$ cat config.mk
export PLATFORM = sky130hd
export DESIGN_NAME = pe_pipe
export DESIGN_NICKNAME = d
export VERILOG_FILES = /design/src/rtl/pe_pipe.sv
export SDC_FILE = /design/constraint.sdc
export NUM_CORES = 1
export LEC_CHECK = 0
export BUFFER_PORTS_ARGS = -buffer_cell sky130_fd_sc_hd__buf_2
export CAP_MARGIN = 20
export CELL_PAD_IN_SITES_DETAIL_PLACEMENT = 1
export CELL_PAD_IN_SITES_GLOBAL_PLACEMENT = 1
export CORE_UTILIZATION = 45
export CTS_CLUSTER_DIAMETER = 60
export DETAILED_ROUTE_END_ITERATION = 7
export PLACE_DENSITY_LB_ADDON = 0.1
export SLEW_MARGIN = 20
export SYNTH_ARGS = -nofsm -noshare
export SYNTH_HDL_FRONTEND = slang
export SYNTH_SLANG_ARGS = --single-unit
$ cat constraint.sdc
create_clock -name clk -period 6.6 [get_ports clk]
set_input_delay 1.32 -clock clk [delete_from_list [all_inputs] [get_ports clk]]
set_output_delay 1.32 -clock clk [all_outputs]
set_load 0.05 [all_outputs]
$ cat src/rtl/pe_pipe.sv
// Processing element: signed weighted sum of N_IN channels plus bias, arithmetic shift,
// leaky/ReLU activation and saturation, in a 3-stage pipeline that freezes on back-pressure.
module pe_pipe #(
    parameter int DW   = 8,
    parameter int N_IN = 2,
    parameter int SW   = 3,
    localparam int AW  = $clog2(N_IN + 2),
    localparam int CW  = (DW > 2 * SW + 2) ? DW : 2 * SW + 2
) (
    input  logic               clk,
    input  logic               rst,
    input  logic [N_IN*DW-1:0] x_prev,
    input  logic [DW-1:0]      x_mem,
    input  logic               in_valid,
    output logic               in_ready,
    input  logic               cfg_we,
    input  logic [AW-1:0]      cfg_addr,
    input  logic [CW-1:0]      cfg_data,
    output logic [DW-1:0]      y_next,
    output logic [DW-1:0]      y_outmem,
    output logic               out_valid,
    input  logic               out_ready,
    output logic               busy
);

    localparam int PW   = 2 * DW;
    localparam int AccW = 2 * DW + $clog2(N_IN + 1);

    localparam logic [AW-1:0] AddrBias = AW'(N_IN);
    localparam logic [AW-1:0] AddrCtrl = AW'(N_IN + 1);

    logic stall;
    logic advance;
    logic accept;

    assign stall    = out_valid && !out_ready;
    assign advance  = !stall;
    assign in_ready = !stall;
    assign accept   = in_valid && in_ready;

    // ------------------------------------------------------------------
    // Configuration registers
    // ------------------------------------------------------------------
    logic signed [DW-1:0] w_q [N_IN];
    logic signed [DW-1:0] b_q;
    logic [SW-1:0]        shif_q;
    logic [SW-1:0]        slope_q;
    logic                 rd_q;
    logic                 wr_q;

    always_ff @(posedge clk or posedge rst) begin
        if (rst) begin
            for (int i = 0; i < N_IN; i++) begin
                w_q[i] <= '0;
            end
            b_q     <= '0;
            shif_q  <= '0;
            slope_q <= '0;
            rd_q    <= 1'b0;
            wr_q    <= 1'b0;
        end else if (cfg_we) begin
            for (int i = 0; i < N_IN; i++) begin
                if (cfg_addr == AW'(i)) begin
                    w_q[i] <= cfg_data[DW-1:0];
                end
            end
            if (cfg_addr == AddrBias) begin
                b_q <= cfg_data[DW-1:0];
            end
            if (cfg_addr == AddrCtrl) begin
                wr_q    <= cfg_data[0];
                rd_q    <= cfg_data[1];
                slope_q <= cfg_data[SW+1:2];
                shif_q  <= cfg_data[2*SW+1:SW+2];
            end
        end
    end

    // ------------------------------------------------------------------
    // Operand select and products (feed S1)
    // ------------------------------------------------------------------
    logic signed [DW-1:0] op     [N_IN];
    logic signed [PW-1:0] prod_d [N_IN];

    always_comb begin
        for (int i = 0; i < N_IN; i++) begin
            op[i] = x_prev[i*DW +: DW];
        end
        if (rd_q) begin
            op[0] = x_mem;
        end
    end

    // Operands widened first so the product is formed at full 2*DW precision.
    always_comb begin
        for (int i = 0; i < N_IN; i++) begin
            prod_d[i] = $signed({{DW{op[i][DW-1]}}, op[i]}) *
                        $signed({{DW{w_q[i][DW-1]}}, w_q[i]});
        end
    end

    // ------------------------------------------------------------------
    // S1: products plus the per-transaction controls captured at acceptance
    // ------------------------------------------------------------------
    logic                 s1_valid_q;
    logic signed [PW-1:0] s1_prod_q [N_IN];
    logic signed [DW-1:0] s1_b_q;
    logic [SW-1:0]        s1_shif_q;
    logic [SW-1:0]        s1_slope_q;
    logic                 s1_wr_q;

    always_ff @(posedge clk or posedge rst) begin
        if (rst) begin
            s1_valid_q <= 1'b0;
        end else if (advance) begin
            s1_valid_q <= in_valid;
        end
    end

    always_ff @(posedge clk or posedge rst) begin
        if (rst) begin
            for (int i = 0; i < N_IN; i++) begin
                s1_prod_q[i] <= '0;
            end
            s1_b_q     <= '0;
            s1_shif_q  <= '0;
            s1_slope_q <= '0;
            s1_wr_q    <= 1'b0;
        end else if (accept) begin
            for (int i = 0; i < N_IN; i++) begin
                s1_prod_q[i] <= prod_d[i];
            end
            s1_b_q     <= b_q;
            s1_shif_q  <= shif_q;
            s1_slope_q <= slope_q;
            s1_wr_q    <= wr_q;
        end
    end

    // ------------------------------------------------------------------
    // S2: accumulate with bias, then arithmetic shift
    // ------------------------------------------------------------------
    logic signed [AccW-1:0] acc;
    logic signed [AccW-1:0] pre_d;

    always_comb begin
        acc = {{(AccW - DW){s1_b_q[DW-1]}}, s1_b_q};
        for (int i = 0; i < N_IN; i++) begin
            acc = acc + {{(AccW - PW){s1_prod_q[i][PW-1]}}, s1_prod_q[i]};
        end
        pre_d = acc >>> s1_shif_q;
    end

    logic                   s2_valid_q;
    logic signed [AccW-1:0] s2_pre_q;
    logic [SW-1:0]          s2_slope_q;
    logic                   s2_wr_q;

    always_ff @(posedge clk or posedge rst) begin
        if (rst) begin
            s2_valid_q <= 1'b0;
            s2_pre_q   <= '0;
            s2_slope_q <= '0;
            s2_wr_q    <= 1'b0;
        end else if (advance) begin
            s2_valid_q <= s1_valid_q;
            s2_pre_q   <= pre_d;
            s2_slope_q <= s1_slope_q;
            s2_wr_q    <= s1_wr_q;
        end
    end

    // ------------------------------------------------------------------
    // S3: activation, saturation and output routing
    // ------------------------------------------------------------------
    logic signed [AccW-1:0] act;
    logic [DW-1:0]          sat;

    // An all-ones slope selects ReLU; any other slope is a leaky right shift.
    always_comb begin
        if (!s2_pre_q[AccW-1]) begin
            act = s2_pre_q;
        end else if (&s2_slope_q) begin
            act = '0;
        end else begin
            act = s2_pre_q >>> s2_slope_q;
        end

        if ((&act[AccW-1:DW-1]) || !(|act[AccW-1:DW-1])) begin
            sat = act[DW-1:0];
        end else if (act[AccW-1]) begin
            sat = {1'b1, {(DW - 1){1'b0}}};
        end else begin
            sat = {1'b0, {(DW - 1){1'b1}}};
        end
    end

    always_ff @(posedge clk or posedge rst) begin
        if (rst) begin
            out_valid <= 1'b0;
            y_next    <= '0;
            y_outmem  <= '0;
        end else if (advance) begin
            out_valid <= s2_valid_q;
            y_next    <= (s2_valid_q && !s2_wr_q) ? sat : '0;
            y_outmem  <= (s2_valid_q && s2_wr_q) ? sat : '0;
        end
    end

    assign busy = s1_valid_q || s2_valid_q || out_valid;

endmodule

After elaboration in Yosys (flattened, before gate mapping):

Cells that the tools add are included.

* bits in latches: 0
* input port bits: 39
* memory bits (writable): 0
* output and inout port bits: 19
* memory bits (read-only): 0
* flip-flop bits (word level): 120
* memories kept: 0

* div/mod/pow operators: 0
* $lt $le $gt $ge: 0
* multipliers: 2
* reductions and logical operators: 19
* add/sub/neg operators: 2
* mux-type cells: 7
* equality and inequality tests: 3
* shift operators: 2
* bitwise operators: 0

Operators by type and width (number)
* $mux W8: 5
* $mux W18: 2
* $sshr A18 B3 Y18: 2
* $mul A8 B8 Y16: 2
* $add A17 B16 Y18: 1
* $add A8 B16 Y17: 1
* $reduce_and A11 Y1: 1
* $reduce_or A11 Y1: 1
* $reduce_and A2 Y1: 4
* $eq A2 B2 Y1 const B: 2
* $logic_and A1 B1 Y1: 4
* $logic_not A1 Y1: 4
* $logic_or A1 B1 Y1: 3
* $reduce_and A3 Y1: 1
* $eq A2 B1 Y1 const B: 1
* $logic_not A2 Y1: 1

Longest topological paths before layout:

Gate-level depths: netlist of run 1.

* depth in word-level cells: 8
* gate-level depth with buffers: 20

Worst setup path after synthesis of run 1:

OpenSTA, ideal clock, no wires.

* path type: input to register
* from: input port x_mem[5]
* to: register s1_prod_q[30] (netlist name)
* stages: 18
* library setup time: 0.070 ns
* setup slack: 1.188 ns
* arrival time: 5.342 ns
* buffers on the path: 0
* path through: mux2i_1 -> nor2b_1 -> fa_1 -> inv_1 -> fa_1 -> inv_1 -> fa_1 -> inv_1 -> fa_1 -> inv_1 -> ha_1 -> o21ai_0 -> a21boi_0 -> o21a_1 -> o21a_1 -> o211ai_1 -> a2111oi_0 -> nand3b_1

* word-level cells in the longest chain between the ends: 2

Ends and longest elaborated chain
* start, declared: RTL line 13 `input logic [DW-1:0] x_mem,`
* $mux W8: RTL line 89 `if (rd_q) begin`
* $mul A8 B8 Y16: RTL line 97 `prod_d[i] = $signed({{DW{op[i][DW-1]}}, op[i]}) *`
* end signal, assigned by index: RTL line 131 `s1_prod_q[i] <= prod_d[i];`
* end, declared: RTL line 106 `logic signed [PW-1:0] s1_prod_q [N_IN];`

No other way between the ends.
A chain may end at the register's enable or synchronous reset.

Final worst setup path of run 1:

* from: input port x_mem[4]
* to: register s1_prod_q[31] (netlist name)

The elaborated chain is that of the path after synthesis.

==> metrics.cfg, run 1 <==
[status]
status = finished, violations left
failed_checks = design-rule violations

[critical_path]
cpLargestDelayFamily = adder cells
slowest_stage = mux2i_1
crit_required_ns = 6.86
slowest_delay_ns = 0.59
arrival_ns = 6.04
worst-setup-path-type = input port to flip-flop
worstSetupStartpointType = input port
timing.critical_path.buf_inv = 6
cpMostUsedCell = inv_1
cp_max_fo = 8
crit_path_end_kind = flip-flop
worstPathCellList = buf_2 > mux2i_1 > nor2b_1 > fa_1 > inv_1 > fa_1 > inv_1 > fa_1 > inv_1 > fa_1 > inv_1 > ha_1 > inv_1 > o21ai_0 > a31oi_1 > o21ai_0 > o41ai_1 > xnor2_1 > o21ai_0

[synthesis]
synthCells = 1237
syn_avg_cell_area_um2 = 9.750
synth_top_area_share_pct = 24.90
ys_seq_area_share_pct = 24.90
synth_fp_nets = 1477
synthArstFlopShare_pct = 100.0
syn_area_um2 = 12060
synth-edff-count = 0
synth_seq_cells = 120
synth_area_leaders = dfrtp_1, fa_1, ha_1, inv_1, mux2_2
yosys.cell_types.count = 70
yosysWarningCount = 0
synth_top_flop_cell = dfrtp_1
yosysTopAreaCell = dfrtp_1

[die]
core_um2 = 26210
die_x_um = 165.7
die_h_um = 165.7
num_io_pins = 58
start_util_pct = 46.02
row_count = 59
die_area_um2 = 27460

[routing]
dr.pass1.iters = 6
vias = 8927
drc = 2
wirelength_um = 30150
antenna_left = 0
wl_per_cell_um = 18.47
dr.first_iter.drc_count = 365
vias_per_cell = 5.467

[global_routing]
grt_pass1_wl_um = 50590
grt.overflow.total = 0
antenna_found_initial = 1
grtUsageTotal_pct = 23.12
grt_max_degree = 79
first_global_vias = 9697

[sta]
rsz0062_at_grt = false
slew_viol_final = 0
period_share_pct = 87.63
fmax_mhz = 172.9
slew_headroom_pct = 39.30
tns_ns = 0
setup_ws_ns = 0.8161
finalHoldViolations = 0
fin_crit_ns = 5.784
worstMarginPinSlew_ns = 0.9105
clock_skew_ns = 0.01108
finalSetupViolCount = 0

[place]
dp_hpwl_um = 24070
dpl_cell_area_um2 = 12700
pre_cts_slack_ns = 0.4176
gp_congestion = 0.8295
io_buffers = 57

[clocking]
clk_pin_slew_ns = 0.06
cts-htree-levels = 4
cts_buffers = 17
cts_buffer_depth = 2
post_cts_buffers = 0
ctsResizeCount = 0
clk_latency_ns = 0.42
cts_hold_buf = 0
ctsRootBufferMaster = clkbuf_16
cts.sinks = 120
cts_tree = yes

[finish]
diodes = 0
fin_area_um2 = 13320
nFillCells = 2978
area_growth_pct = 10.43
nets = 1525
seq_area_um2 = 3003
drive_above_1_share_pct = 14.25
multi_input_area_um2 = 8205

[worst_hold_path]
min_path_type = flip-flop to flip-flop

[flow_run]
max_cap_viol_count = 0

area by class of cell:
class | count | share of cell area, %
timing repair buffer | 69 | 2.818
inverter | 184 | 5.205
multi-input combinational | 893 | 61.61
clock buffer | 19 | 3.401
clock inverter | 13 | 1.268
sequential | 120 | 22.55
tap | 335 | 3.147
cells by family (layout without fill, tap and decap cells):
family | after synthesis | count (layout) | share of synthesized area [%]
muxes | 99 | 99 | 9.980
AOI/OAI and AO/OA | 213 | 213 | 12.03
buffers and inverters | 224 | 285 | 7.107
xor gates and xnor gates | 40 | 40 | 2.905
and+or+nand+nor | 340 | 340 | 14.32
adders and majority gates | 201 | 201 | 28.76
DFF | 120 | 120 | 24.90
synth_stat cells, drive strengths merged (20+ instances only):
library cell and instances:
fa 127, dfrtp 120, nand2 115, nand2b 20
a21oi 33, inv 184, o21ai 57, clkbuf 21
nor2 44, ha 74, xnor2 30, and2 53
nor2b 45, mux2i 28, mux2 60
stage by stage:
stage / utilization, % / hold WS (ns) / cells
global placement: 48.45 / 0.4522 / 1601
global route: 50.82 / 0.5154 / 1633
finish: 50.82 / 0.4742 / 1633
floorplan: - / 0.4402 / 1237
CTS: 50.82 / 0.4788 / 1633
detailed placement: 48.45 / 0.4586 / 1601
state kept, by name (all words and copies together) (netlist names), 8 cells and up:
signal / flops
s2_pre_q: 18
y_outmem: 8
y_next: 8
s1_prod_q: 32
b_q: 8
s1_b_q: 8
w_q: 16
worst reg2reg max path: stages, from the launching register on:
cell	delay, ns
dfrtp_1	0.65
mux2i_1	0.72
nor2b_1	0.15
fa_1	0.54
inv_1	0.06
fa_1	0.53
inv_1	0.05
fa_1	0.48
inv_1	0.05
fa_1	0.47
inv_1	0.04
ha_1	0.28
inv_1	0.09
o21ai_0	0.14
a31oi_1	0.25
o21ai_0	0.19
o41ai_1	0.43
xnor2_1	0.18
o21ai_0	0.09
routing by layer:
| metal | vias to the layer above | wire (µm) | track usage (%) | part of all wire [%] |
|---|---|---|---|---|
| met5 | - | 0 | 0 | 0 |
| li1 | 4230 | - | - | - |
| met1 | 4594 | 13960 | 30.51 | 46 |
| met2 | 75 | 15400 | 41.06 | 51 |
| met4 | 0 | 431 | 5.486 | 1.4 |
| met3 | 28 | 361 | 2.103 | 1.2 |
worst paths after layout:
path / to / slack, ns / startpoint / depth (start not counted)
worst min-delay path: s2_slope_q[1] / 0.47 / s1_slope_q[1] / 2
max in group asynchronous: w_q[5] / 4.23 / rst / 3
min in group asynchronous: s2_pre_q[11] / 1.01 / rst / 2
worst max-delay path: s1_prod_q[31] / 0.82 / x_mem[4] / 19
worst min register to register: s2_slope_q[1] / 0.47 / s1_slope_q[1] / 2
worst max register to register: s1_prod_q[31] / 1.04 / rd_q / 18
placed cells by master (no fill, tap or decap), drive strengths merged, types with 12 or more instances in the layout:
master | Yosys | layout
a21o | 12 | 12
nand2 | 115 | 115
nand3 | 15 | 15
o21ai | 57 | 57
clkbuf | 21 | 19
fa | 127 | 127
nand2b | 20 | 20
and2 | 53 | 53
nor3 | 17 | 17
mux2i | 28 | 28
dfrtp | 120 | 120
nor2 | 44 | 44
nor2b | 45 | 45
buf | 19 | 69
a21oi | 33 | 33
inv | 184 | 186
xnor2 | 30 | 30
mux2 | 60 | 60
o211ai | 16 | 16
ha | 74 | 74
o21a | 14 | 14
Power of run 1 is left out: the tool's default activity adds up to more than one toggle a clock period on the data nets, which glitch-free logic cannot reach.
==> run 2, diff against run 1 <==
--- a/config.mk
+++ b/config.mk
@@ -9,6 +9,7 @@
 export CAP_MARGIN = 20
 export CELL_PAD_IN_SITES_DETAIL_PLACEMENT = 1
 export CELL_PAD_IN_SITES_GLOBAL_PLACEMENT = 1
+export CORE_ASPECT_RATIO = 1.5
 export CORE_UTILIZATION = 45
 export CTS_CLUSTER_DIAMETER = 60
 export DETAILED_ROUTE_END_ITERATION = 7
==> metrics.cfg, run 2 (same netlist as run 1, synthesis figures left out) <==
[clocking]
cts_buffer_depth = 2  ; unchanged
cts-htree-levels = 4  ; unchanged
ctsResizeCount = 0  ; unchanged
clk_latency_ns = 0.44  ; +0.02 ns
clk_pin_slew_ns = 0.06  ; about the same
ctsRootBufferMaster = clkbuf_16
cts_tree = yes
cts.sinks = 120  ; unchanged
post_cts_buffers = 0  ; unchanged
cts_hold_buf = 0  ; unchanged
cts_buffers = 17  ; unchanged

[die]
row_count = 73  ; +24%
die_x_um = 135.7  ; -18%
num_io_pins = 58  ; unchanged
die_h_um = 202.5  ; +22%
core_um2 = 26400  ; +0.73%
die_area_um2 = 27470  ; about the same
start_util_pct = 45.69  ; -0.33 points

[sta]
fmax_mhz = 182.3  ; +5.5%
finalHoldViolations = 0  ; unchanged
finalSetupViolCount = 0  ; unchanged
period_share_pct = 83.10  ; -4.5 points
fin_crit_ns = 5.485  ; -0.2993 ns
slew_viol_final = 0  ; unchanged
slew_headroom_pct = 43.55  ; +4.2 points
clock_skew_ns = 0.01510  ; +0.004021 ns
rsz0062_at_grt = false
tns_ns = 0  ; unchanged
worstMarginPinSlew_ns = 0.8468  ; -0.06370 ns

[finish]
final_cell_mix = inv_1, fa_1, dfrtp_1, nand2_1, ha_1
stdcell_count = 1633  ; unchanged
nFillCells = 2947  ; -1.0%
layout_commonest_cell = inv_1
top_register = s1_prod_q
fin_util_pct = 50.30  ; -0.52 points
nets = 1524  ; -0.066%
drive_above_1_share_pct = 14.12  ; -0.13 points
diodes = 0  ; unchanged
top_regs = s1_prod_q x32, s2_pre_q x18, w_q x16
largest_reg_flops = 32  ; unchanged
area_growth_pct = 10.08

[global_routing]
grt_pass1_wl_um = 51080  ; +0.97%
grt.busiest_layer = met2
grt_use_met3_pct = 2.946  ; +0.84 points
met2_usage_pct = 46.12  ; +5.1 points
antenna_found_initial = 0  ; -1
use_met1_pct = 26.32  ; -4.2 points
grt.overflow.total = 0  ; unchanged
grtUsageTotal_pct = 24.27  ; +1.2 points
grt_max_degree = 79  ; unchanged
first_global_vias = 9999  ; +3.1%

[critical_path]
worstSetupStartpointType = input port
worst-setup-path-type = input port to flip-flop
crit_required_ns = 6.96  ; +0.10 ns
arrival_ns = 5.84  ; -0.20 ns
cp_max_fo = 8  ; unchanged
crit_path_end_kind = flip-flop

[routing]
drc = 0  ; -2
antenna_left = 0  ; unchanged
dr.pass1.iters = 6  ; unchanged
wirelength_um = 30610  ; +1.5%
vias = 8930  ; +0.034%
wl_per_cell_um = 18.74  ; +1.5%
vias_per_cell = 5.468  ; about the same
dr.first_iter.drc_count = 317  ; -13%

[place]
dp_cells = 1602  ; +0.062%
io_buffers = 57  ; unchanged
gp_congestion = 0.8889  ; +7.2%
dp_hpwl_um = 24800  ; +3.0%

[status]
status = complete, no violations

[flow_run]
max_cap_viol_count = 0  ; unchanged

[worst_hold_path]
min_path_type = flip-flop to flip-flop

==> run 2: per-stage QoR <==
| stage | instance area [µm²] | setup slack [ns] | hold slack (ns) |
|---|---|---|---|
| finish | 13280 | 1.115 | 0.4714 |
| global route | 13280 | 0.8435 | 0.5205 |
| CTS | 13270 | 1.052 | 0.4753 |
| detailed placement | 12690 | 0.6015 | 0.4612 |
| global placement | 12690 | 0.7932 | 0.4512 |
| floorplan | 12060 | 1.188 | 0.4402 |
==> run 2: layer usage <==
| layer | wire length [µm] | vias to the layer above |
|---|---|---|
| met3 | 580 | 51 |
| li1 | - | 4217 |
| met5 | 0 | - |
| met2 | 17190 | 111 |
| met4 | 1132 | 0 |
| met1 | 11700 | 4551 |
==> run 2: path summary, 6_finish.rpt <==
kind | start | slack (ns) | cells past startpoint | to
hold / removal | s1_wr_q | 0.47 | 2 | s2_wr_q
setup reg to reg | rd_q | 1.40 | 18 | s1_prod_q[30]
setup / recovery | x_mem[3] | 1.12 | 19 | s1_prod_q[30]
min in group asynchronous | rst | 1.02 | 2 | y_outmem[0]
max in group asynchronous | rst | 4.53 | 3 | s1_prod_q[27]
hold reg to reg | s1_wr_q | 0.47 | 2 | s2_wr_q
==> run 2: worst max-delay path: stages <==
cell,delay [ns]
buf_2,0.10
mux2i_1,0.52
nor2b_1,0.13
fa_1,0.51
inv_1,0.05
fa_1,0.52
inv_1,0.05
fa_1,0.47
inv_1,0.05
fa_1,0.47
inv_1,0.04
ha_1,0.28
o21ai_0,0.10
a21boi_0,0.27
o21a_1,0.17
o21a_1,0.16
o211ai_1,0.11
a2111oi_0,0.36
nand3b_1,0.16
==> run 2: cell type report <==
class / instances / area [µm²] / area share, %
Clock buffer: 18 / 439.2 / 3.308
Clock inverter: 13 / 143.9 / 1.084
Inverter: 184 / 695.7 / 5.240
Multi-Input combinational cell: 893 / 8205 / 61.80
Sequential cell: 120 / 3003 / 22.62
Tap cell: 337 / 421.7 / 3.176
Timing Repair Buffer: 68 / 367.9 / 2.771
Power of run 2 is left out for the same reason.
